[src/rtl/parity_serdes.sv]
// Clocked serial parity unit: the TX path serialises a word LSB-first and appends a parity bit.
// The RX path rebuilds a word from a serial stream and flags parity failures.
module parity_serdes #(
  parameter int WIDTH = 8,
  parameter bit ODD   = 1'b0
) (
  input  logic             clk,
  input  logic             reset,
  input  logic [WIDTH-1:0] in_data,
  input  logic             in_valid,
  output logic             in_ready,
  output logic             tx_bit,
  output logic             tx_valid,
  output logic             tx_last,
  input  logic             rx_bit,
  input  logic             rx_valid,
  output logic [WIDTH-1:0] out_data,
  output logic             out_valid,
  output logic             parity_err
);

  localparam int CW = $clog2(WIDTH + 1);

  // Handshake: a word moves on a rising edge where in_valid and in_ready are both high,
  // and in_data is sampled only on that edge. The serial side has no ready signal:
  // TX never stalls once a frame starts, and RX consumes every bit marked by rx_valid.

  typedef enum logic [1:0] {IDLE, SHIFT, PAR} tx_state_t;

  tx_state_t        tx_state, tx_state_next;
  logic [WIDTH-1:0] tx_shreg, tx_shreg_next;
  logic             tx_acc, tx_acc_next;
  logic [CW-1:0]    tx_cnt, tx_cnt_next;

  always_ff @(posedge clk or posedge reset) begin
    if (reset) begin
      tx_state <= IDLE;
      tx_shreg <= '0;
      tx_acc   <= 1'b0;
      tx_cnt   <= '0;
    end else begin
      tx_state <= tx_state_next;
      tx_shreg <= tx_shreg_next;
      tx_acc   <= tx_acc_next;
      tx_cnt   <= tx_cnt_next;
    end
  end

  always_comb begin
    tx_state_next = tx_state;
    tx_shreg_next = tx_shreg;
    tx_acc_next   = tx_acc;
    tx_cnt_next   = tx_cnt;
    in_ready      = 1'b0;
    tx_valid      = 1'b0;
    tx_last       = 1'b0;
    tx_bit        = 1'b0;
    unique case (tx_state)
      IDLE: begin
        in_ready = 1'b1;
        if (in_valid) begin
          tx_shreg_next = in_data;
          tx_acc_next   = ODD;
          tx_cnt_next   = '0;
          tx_state_next = SHIFT;
        end
      end
      SHIFT: begin
        tx_valid      = 1'b1;
        tx_bit        = tx_shreg[0];
        tx_acc_next   = tx_acc ^ tx_shreg[0];
        tx_shreg_next = tx_shreg >> 1;
        tx_cnt_next   = tx_cnt + 1'b1;
        if (tx_cnt == CW'(WIDTH - 1)) tx_state_next = PAR;
      end
      PAR: begin
        // Accumulator now holds ^in_data ^ ODD.
        tx_valid      = 1'b1;
        tx_last       = 1'b1;
        tx_bit        = tx_acc;
        tx_state_next = IDLE;
      end
      default: tx_state_next = IDLE;
    endcase
  end

  logic [CW-1:0]    rx_cnt;
  logic [WIDTH-1:0] rx_word;
  logic             rx_acc;

  // rx_word is a separate assembly buffer so out_data holds steady while the next frame arrives.
  always_ff @(posedge clk or posedge reset) begin
    if (reset) begin
      rx_cnt     <= '0;
      rx_word    <= '0;
      rx_acc     <= ODD;
      out_data   <= '0;
      out_valid  <= 1'b0;
      parity_err <= 1'b0;
    end else begin
      out_valid <= 1'b0;
      if (rx_valid) begin
        if (rx_cnt == CW'(WIDTH)) begin
          out_data   <= rx_word;
          parity_err <= rx_acc ^ rx_bit;
          out_valid  <= 1'b1;
          rx_cnt     <= '0;
          rx_acc     <= ODD;
        end else begin
          for (int i = 0; i < WIDTH; i++) begin
            if (rx_cnt == CW'(i)) rx_word[i] <= rx_bit;
          end
          rx_acc <= rx_acc ^ rx_bit;
          rx_cnt <= rx_cnt + 1'b1;
        end
      end
    end
  end

endmodule

[config.mk]
export PLATFORM = sky130hd
export DESIGN_NAME = parity_serdes
export DESIGN_NICKNAME = d
export VERILOG_FILES = /design/src/rtl/parity_serdes.sv
export SDC_FILE = /design/constraint.sdc
export NUM_CORES = 1
export LEC_CHECK = 0
export ABC_AREA = 0
export BUFFER_PORTS_ARGS = -buffer_cell sky130_fd_sc_hd__buf_4
export CAP_MARGIN = 20
export CORE_MARGIN = 2
export CORE_UTILIZATION = 60
export DETAILED_ROUTE_END_ITERATION = 12
export PLACE_DENSITY_LB_ADDON = 0.15
export SLEW_MARGIN = 20
export SYNTH_ARGS = -nofsm -noshare
export SYNTH_HDL_FRONTEND = slang
export SYNTH_SLANG_ARGS = --single-unit
export TNS_END_PERCENT = 5
[constraint.sdc]
create_clock -name clk -period 2.6 [get_ports clk]
set_clock_uncertainty 0.2 [all_clocks]
set_input_delay 0.26 -clock clk [delete_from_list [all_inputs] [get_ports clk]]
set_output_delay 0.26 -clock clk [all_outputs]
set_load 0.02 [all_outputs]
== After elaboration in Yosys (flattened, before gate mapping) ==
Index checks and enable logic that the tools add are counted.

* Register bits after elaboration: 38
* Output and inout port bits: 14

* $add $sub $neg: 2
* Eq/ne operators: 13
* Muxes and demuxes: 17
* Bitwise logic cells: 3
* Reduce and logical (&&, ||, !) cells: 15

{| class="wikitable"
|+ Operators by type and width
! kind !! number
|-
| AND reduction 3 bit || 8
|-
| == test 4 x 3 -> 1 bit, second input constant || 5
|-
| one-hot mux 8 bit (2 select lines) || 1
|-
| adder 4 x 1 -> 4 bit, second input constant || 2
|-
| == test 4 x 2 -> 1 bit, second input constant || 2
|-
| 2-to-1 mux 4 bit || 2
|-
| 2-to-1 mux 8 bit || 1
|-
| one-hot mux 4 bit (2 select lines) || 1
|-
| 2-to-1 mux 1 bit || 7
|-
| AND reduction 2 bit || 3
|-
| == test 4 x 1 -> 1 bit, second input constant || 1
|-
| == test 4 bit, second input constant || 1
|-
| logical NOT 4 bit || 1
|-
| 2-to-1 mux 2 bit || 2
|-
| != test 2 bit, second input constant || 2
|-
| one-hot mux 1 bit (2 select lines) || 2
|-
| one-hot mux 2 bit (2 select lines) || 1
|-
| == test 2 x 1 -> 1 bit, second input constant || 1
|-
| == test 2 bit, second input constant || 1
|-
| logical NOT 2 bit || 1
|-
| nonzero test 2 bit || 1
|-
| OR reduction 2 bit || 1
|-
| bitwise XOR 1 bit || 2
|-
| inverter 1 bit || 1
|}

== Longest topological paths before layout ==
* Depth in word-level cells: 3
* Gate-level depth with buffers: 7
* Gate-level depth less buffers: 5

== Worst setup path after synthesis ==
OpenSTA, ideal clock, no wires.

* Kind: register to register
* Start: reg tx_state[0]
* End: reg tx_cnt[2]
* Data arrival time: 1.564 ns
* Data required time: 2.271 ns
* Slack: 0.707 ns
* Stages on the path, launching flop included: 7
* Period minus slack after synthesis: 1.893 ns
* Cell sequence: dfrtp_1 > inv_1 > ha_1 > mux2i_1 > clkbuf_1 > nand3b_1 > o21ai_0

* Cells in the longest elaborated chain, start to end: 3

{| class="wikitable"
|+ Ends and longest elaborated chain
! what !! RTL line !! RTL
|-
| start, declared || 30 || <nowiki>tx_state_t tx_state, tx_state_next;</nowiki>
|-
| start signal, assigned || 42 || <nowiki>tx_state <= tx_state_next;</nowiki>
|-
| == test 2 x 1 -> 1 bit or logical NOT 2 bit (tied branches) || 58 || <nowiki>unique case (tx_state)</nowiki>
|-
| nonzero test 2 bit (no source line) or != test 2 bit (tied branches) || n/a ||
|-
| AND reduction 2 bit (no source line) || n/a ||
|-
| end signal, assigned || 45 || <nowiki>tx_cnt <= tx_cnt_next;</nowiki>
|-
| end, declared || 33 || <nowiki>logic [CW-1:0] tx_cnt, tx_cnt_next;</nowiki>
|}

Parallel ways exist; a longest one is shown, timed or not.
A chain may end at the register's enable or synchronous reset.

== Worst setup path in the final report ==
* Start: reg rx_cnt[0]
* End: reg out_data[5]

* Cells in the longest elaborated chain, start to end: 2

{| class="wikitable"
|+ Ends and longest elaborated chain
! what !! RTL line !! RTL
|-
| start, declared || 87 || <nowiki>logic [CW-1:0] rx_cnt;</nowiki>
|-
| start signal, assigned || 114 || <nowiki>rx_cnt <= rx_cnt + 1'b1;</nowiki>
|-
| == test 4 bit || 103 || <nowiki>if (rx_cnt == CW'(WIDTH)) begin</nowiki>
|-
| AND reduction 2 bit (no source line) || n/a ||
|-
| end signal, assigned || 104 || <nowiki>out_data <= rx_word;</nowiki>
|-
| end, declared || 17 || <nowiki>output logic [WIDTH-1:0] out_data,</nowiki>
|}

Every way passes these cells.

==> qor_table.md <==
| Group | Item | Value |
| --- | --- | --- |
| worst setup path | Critical-path cell with the highest stage delay | sky130_fd_sc_hd__nand4b_1 |
| worst setup path | Max Fanout on Critical Path | 11 |
| synth | Basic-gate share of the synthesized area counting and, or, nand and nor cells | 13.01% |
| routing | Top routing layer in use | met4 |
| routing | Drc violations | 0 |
| timing | Setup total negative slack | 0 ps |
| power | LEAKAGE | 1.041 nW |
| worst setup path | Critical path's largest stage delay | 470 ps |
| worst setup path | Chain of cells forming the critical path | inv_1, ha_1, nand4b_1, mux2_2 |
| synth | Synth Area in Adders | 6.065% |
| status | Run status | completed |
| floorplanning | Total core area | 0.003003 mm2 |
| routing | Vias | 1302 |
| floorplanning | Chip height | 59.63 um |
| clock tree | Clock latency reported for the late side of the worst-skew pair | 340 ps |
| worst setup path | Arrival @ worst endpoint | 2070 ps |
| placed design | Gpl congestion | 0.8027 |
| timing | Final Setup Violations | 0 |
| synth | Compound-cell area share of the yosys netlist | 8.827% |
| clock tree | Clk buf depth | 2 |
| min path | Worst min path class | primary input to flip-flop |
| grt | Antenna violations before repair | 0 |
| synth | Proportion of synthesized area in mux cells | 15.70% |
| floorplanning | Total I/O pin count | 27 |
| synth | Mean instance size in the synthesized netlist | 11.32 um2 |
| routing | Total detailed-routing wirelength | 3.211 mm |
| clock tree | Number of sinks driven by the clock tree | 38 |
| synth | Cell accounting for the most synthesized area | sky130_fd_sc_hd__dfrtp_1 |
| synth | Area share of xor/xnor cells in the synthesized design | 1.415% |
| synth | Number of cells produced by synthesis | 164 |
| routing | Router iterations before antenna repair | 4 |
| clock tree | Number of post-CTS setup repair buffers | 0 |
| timing | Final number of max-transition violations | 0 |
| job | Total of max-cap violations | 0 |
| timing | Worst hold slack after final layout | 19.89 ps |
| grt | First-pass GRT wire length | 5.568 mm |
| synth | Share of the synthesized area in the top cell type | 51.21% |
| synth | Count of synthesis-stage warnings from yosys | 0 |
| synth | Post-synth cell types | 27 |
| clock tree | H-tree depth reported by CTS | 2 |
| clock tree | Post-CTS Resized | 0 |
| synth | Largest family of logic cells by synthesized area | multiplexers |
| synth | Netlist Area Pre-Place | 0.001857 mm2 |
| routing | Wire per inst | 13.96 um |
| power | Peak ir drop on the vdd network | 0.0006283 V |
| clock tree | Total clock buffers created by CTS | 5 |
| clock tree | Root buffer cell | sky130_fd_sc_hd__clkbuf_4 |
| synth | Synthesized netlist net count | 186 |
| worst setup path | Data required time at the worst endpoint | 2620 ps |
| placed design | Cell Area, Placed | 0.002076 mm2 |
| timing | Number of hold violations in the final report | 0 |
| routing | Via/cell ratio | 5.661 |
| synth | Leading post-synthesis cells by cell area | sky130_fd_sc_hd__dfrtp_1 (51%), sky130_fd_sc_hd__mux2_2 (10%), sky130_fd_sc_hd__ha_1 (6.1%), sky130_fd_sc_hd__o21ai_0 (5.7%), sky130_fd_sc_hd__mux2i_1 (5.4%) |
| layout | P&R area growth vs syn | 18.73% |
| timing | Upper clock frequency limit | 489.0 MHz |
| synth | Sequential-to-total area share from yosys stat | 51.21% |
| worst setup path | Crit end category | flip-flop |
| layout | Final design instance area without fill | 0.002205 mm2 |
| routing | Wire length on met3 | 123 um |
| layout | Number of nets in the layout | 218 |
| floorplanning | Number of rows created at floorplan | 20 |
| grt | Total global routing track utilization | 21.25% |
| placed design | Buffers on Ports | 26 |
| worst setup path | Worst setup path category | flip-flop to flip-flop |
| placed design | Placed wire-length estimate | 2.276 mm |
| clock tree | CTS clk-pin slew, worst paths | 110 ps |
| grt | Remaining global-route overflow | 0 |
| floorplanning | Floorplan die width | 59.63 um |
| clock tree | Clock tree from TritonCTS | done |
| grt | Largest net degree at the start of global routing | 39 |
| routing | Detailed route wirelength on metal2 | 1.624 mm |
| routing | Number of antenna-violating nets in the routed design | 0 |
| layout | Fillcell total | 221 |
| routing | M1 wire length | 1.434 mm |
| routing | DRT iter0 DRCs | 76 |
| grt | Number of global-route vias before repair | 1287 |
| floorplanning | Starting density of the core | 61.83% |
| timing | Period Utilization, post-route | 78.66% |
| synth | Flip-flop and latch count after synthesis | 38 |
| floorplanning | Die Outline Area | 0.003556 mm2 |
| worst setup path | Type of origin of the critical path | flip-flop |
| timing | Slew HR | 63.25% |
| timing | Final critical-path required period | 2045 ps |
| layout | Layout cell share with drive strength beyond 1 | 27.41% |
| power | Total power density per cell area | 1108 mW/mm2 |
| layout | Diodes inserted | 0 |
| timing | RSZ-0062 raised after global routing | no |
| timing | Tightest Pin Transition | 548.4 ps |
[cells in the final DEF, fill, tap and decap left out, types with 3 or more instances in the layout]
cell type	n
sky130_fd_sc_hd__buf_4	29
sky130_fd_sc_hd__clkbuf_8	3
sky130_fd_sc_hd__dlygate4sd3_1	5
sky130_fd_sc_hd__nor3b_1	4
sky130_fd_sc_hd__dfrtp_1	38
sky130_fd_sc_hd__clkbuf_4	5
sky130_fd_sc_hd__a21oi_1	4
sky130_fd_sc_hd__mux2_2	17
sky130_fd_sc_hd__mux2i_1	10
sky130_fd_sc_hd__ha_1	9
sky130_fd_sc_hd__nor2b_1	5
sky130_fd_sc_hd__o21ai_0	21
sky130_fd_sc_hd__nand3b_1	4
sky130_fd_sc_hd__nand4b_1	5
sky130_fd_sc_hd__nand2_1	14
sky130_fd_sc_hd__inv_1	8
[final timing paths]
check                            startpoint           to  depth (start not counted)  slack, ps
worst max-delay path              rx_cnt[0]  out_data[5]                          4        550
worst min-delay path             in_data[2]  tx_shreg[2]                          3         20
worst max register to register    rx_cnt[0]  out_data[5]                          4        550
worst min register to register  tx_shreg[2]  tx_shreg[2]                          2        300
max in group asynchronous             reset  out_data[5]                          4       1480
min in group asynchronous             reset  tx_shreg[5]                          4        380
[synth_stat cells]
cell type,number
sky130_fd_sc_hd__nor3b_1,4
sky130_fd_sc_hd__nand3_1,1
sky130_fd_sc_hd__nand3b_1,4
sky130_fd_sc_hd__a22oi_1,1
sky130_fd_sc_hd__a21boi_0,1
sky130_fd_sc_hd__clkbuf_1,4
sky130_fd_sc_hd__ha_1,9
sky130_fd_sc_hd__and4b_1,1
sky130_fd_sc_hd__inv_1,8
sky130_fd_sc_hd__mux2_2,17
sky130_fd_sc_hd__nor2b_1,5
sky130_fd_sc_hd__nor2_1,2
sky130_fd_sc_hd__dfrtp_1,38
sky130_fd_sc_hd__nand2_1,14
sky130_fd_sc_hd__a32oi_1,1
sky130_fd_sc_hd__buf_2,5
sky130_fd_sc_hd__o22ai_1,1
sky130_fd_sc_hd__xor2_1,1
sky130_fd_sc_hd__nand4b_1,5
sky130_fd_sc_hd__nand2b_1,2
sky130_fd_sc_hd__and3b_1,1
sky130_fd_sc_hd__a21oi_1,4
sky130_fd_sc_hd__a311oi_1,1
sky130_fd_sc_hd__o21ai_0,21
sky130_fd_sc_hd__mux2i_1,10
sky130_fd_sc_hd__or4b_1,1
sky130_fd_sc_hd__xnor2_1,2
[kinds of logic after synthesis]
logic type / count (synthesis)
compound gates: 30
xor+xnor: 3
fa+ha+maj: 9
buf+inv: 17
flops: 38
mux: 27
simple gates: 40
[state kept, by name, indices dropped and copies added, names as in the netlist]
| name | flops |
|---|---|
| tx_state | 2 |
| out_data | 8 |
| tx_acc | 1 |
| tx_cnt | 4 |
| rx_word | 8 |
| tx_shreg | 8 |
| parity_err | 1 |
| rx_acc | 1 |
| out_valid | 1 |
| rx_cnt | 4 |
[through the flow]
| stage | setup WS, ps | util (%) | instances | total power (W) |
|---|---|---|---|---|
| after detailed placement | 564.3 | 69.13 | 217 | 0.002085 |
| after global placement | 649.2 | 69.13 | 217 | 0.002030 |
| after floorplan | 707.4 | - | 164 | 0.001770 |
| after global routing | 400.7 | 73.42 | 230 | 0.002641 |
| final | 554.9 | 73.42 | 230 | 0.002443 |
| after CTS | 552.9 | 73.42 | 230 | 0.002472 |
[routing by layer]
layer / global-route usage, % / up-vias
met1: 25.53 / 628
met3: 6.550 / 4
met2: 35.79 / 28
li1: - / 642
met4: 7.937 / 0
met5: 0 / -
[repair_timing]
action | 4_1_cts | 5_1_grt
endpoints found under the setup margin | 0 | 0
hold buffers | 5 | 0
endpoints found under the hold margin | 42 | 0
[area by class of cell]
cell class | count | area (um2) | area share [%]
inverters | 8 | 30.03 | 1.362
repair buffers | 34 | 267.8 | 12.15
multi-input cells | 109 | 835.8 | 37.91
well taps | 33 | 41.29 | 1.873
flip-flops and latches | 38 | 950.9 | 43.13
clock buffers | 8 | 78.83 | 3.575
[worst max-delay path: cells and delay by family (launching register included)]
family,cells,cell delay (ps)
buffers and inverters,1,140
adder cells (fa/ha/maj),1,240
flip-flops,1,440
multiplexers,1,450
AND/OR/NAND/NOR,1,470
[power breakdown]
part | internal, W | leakage (nW) | switching, W
logic | 0.000514 | 0.518 | 0.000520
clock network | 0.000185 | 0.0446 | 0.000184
registers | 0.000844 | 0.478 | 0.000196
No activity file was read; power rests on OpenSTA's default activity.
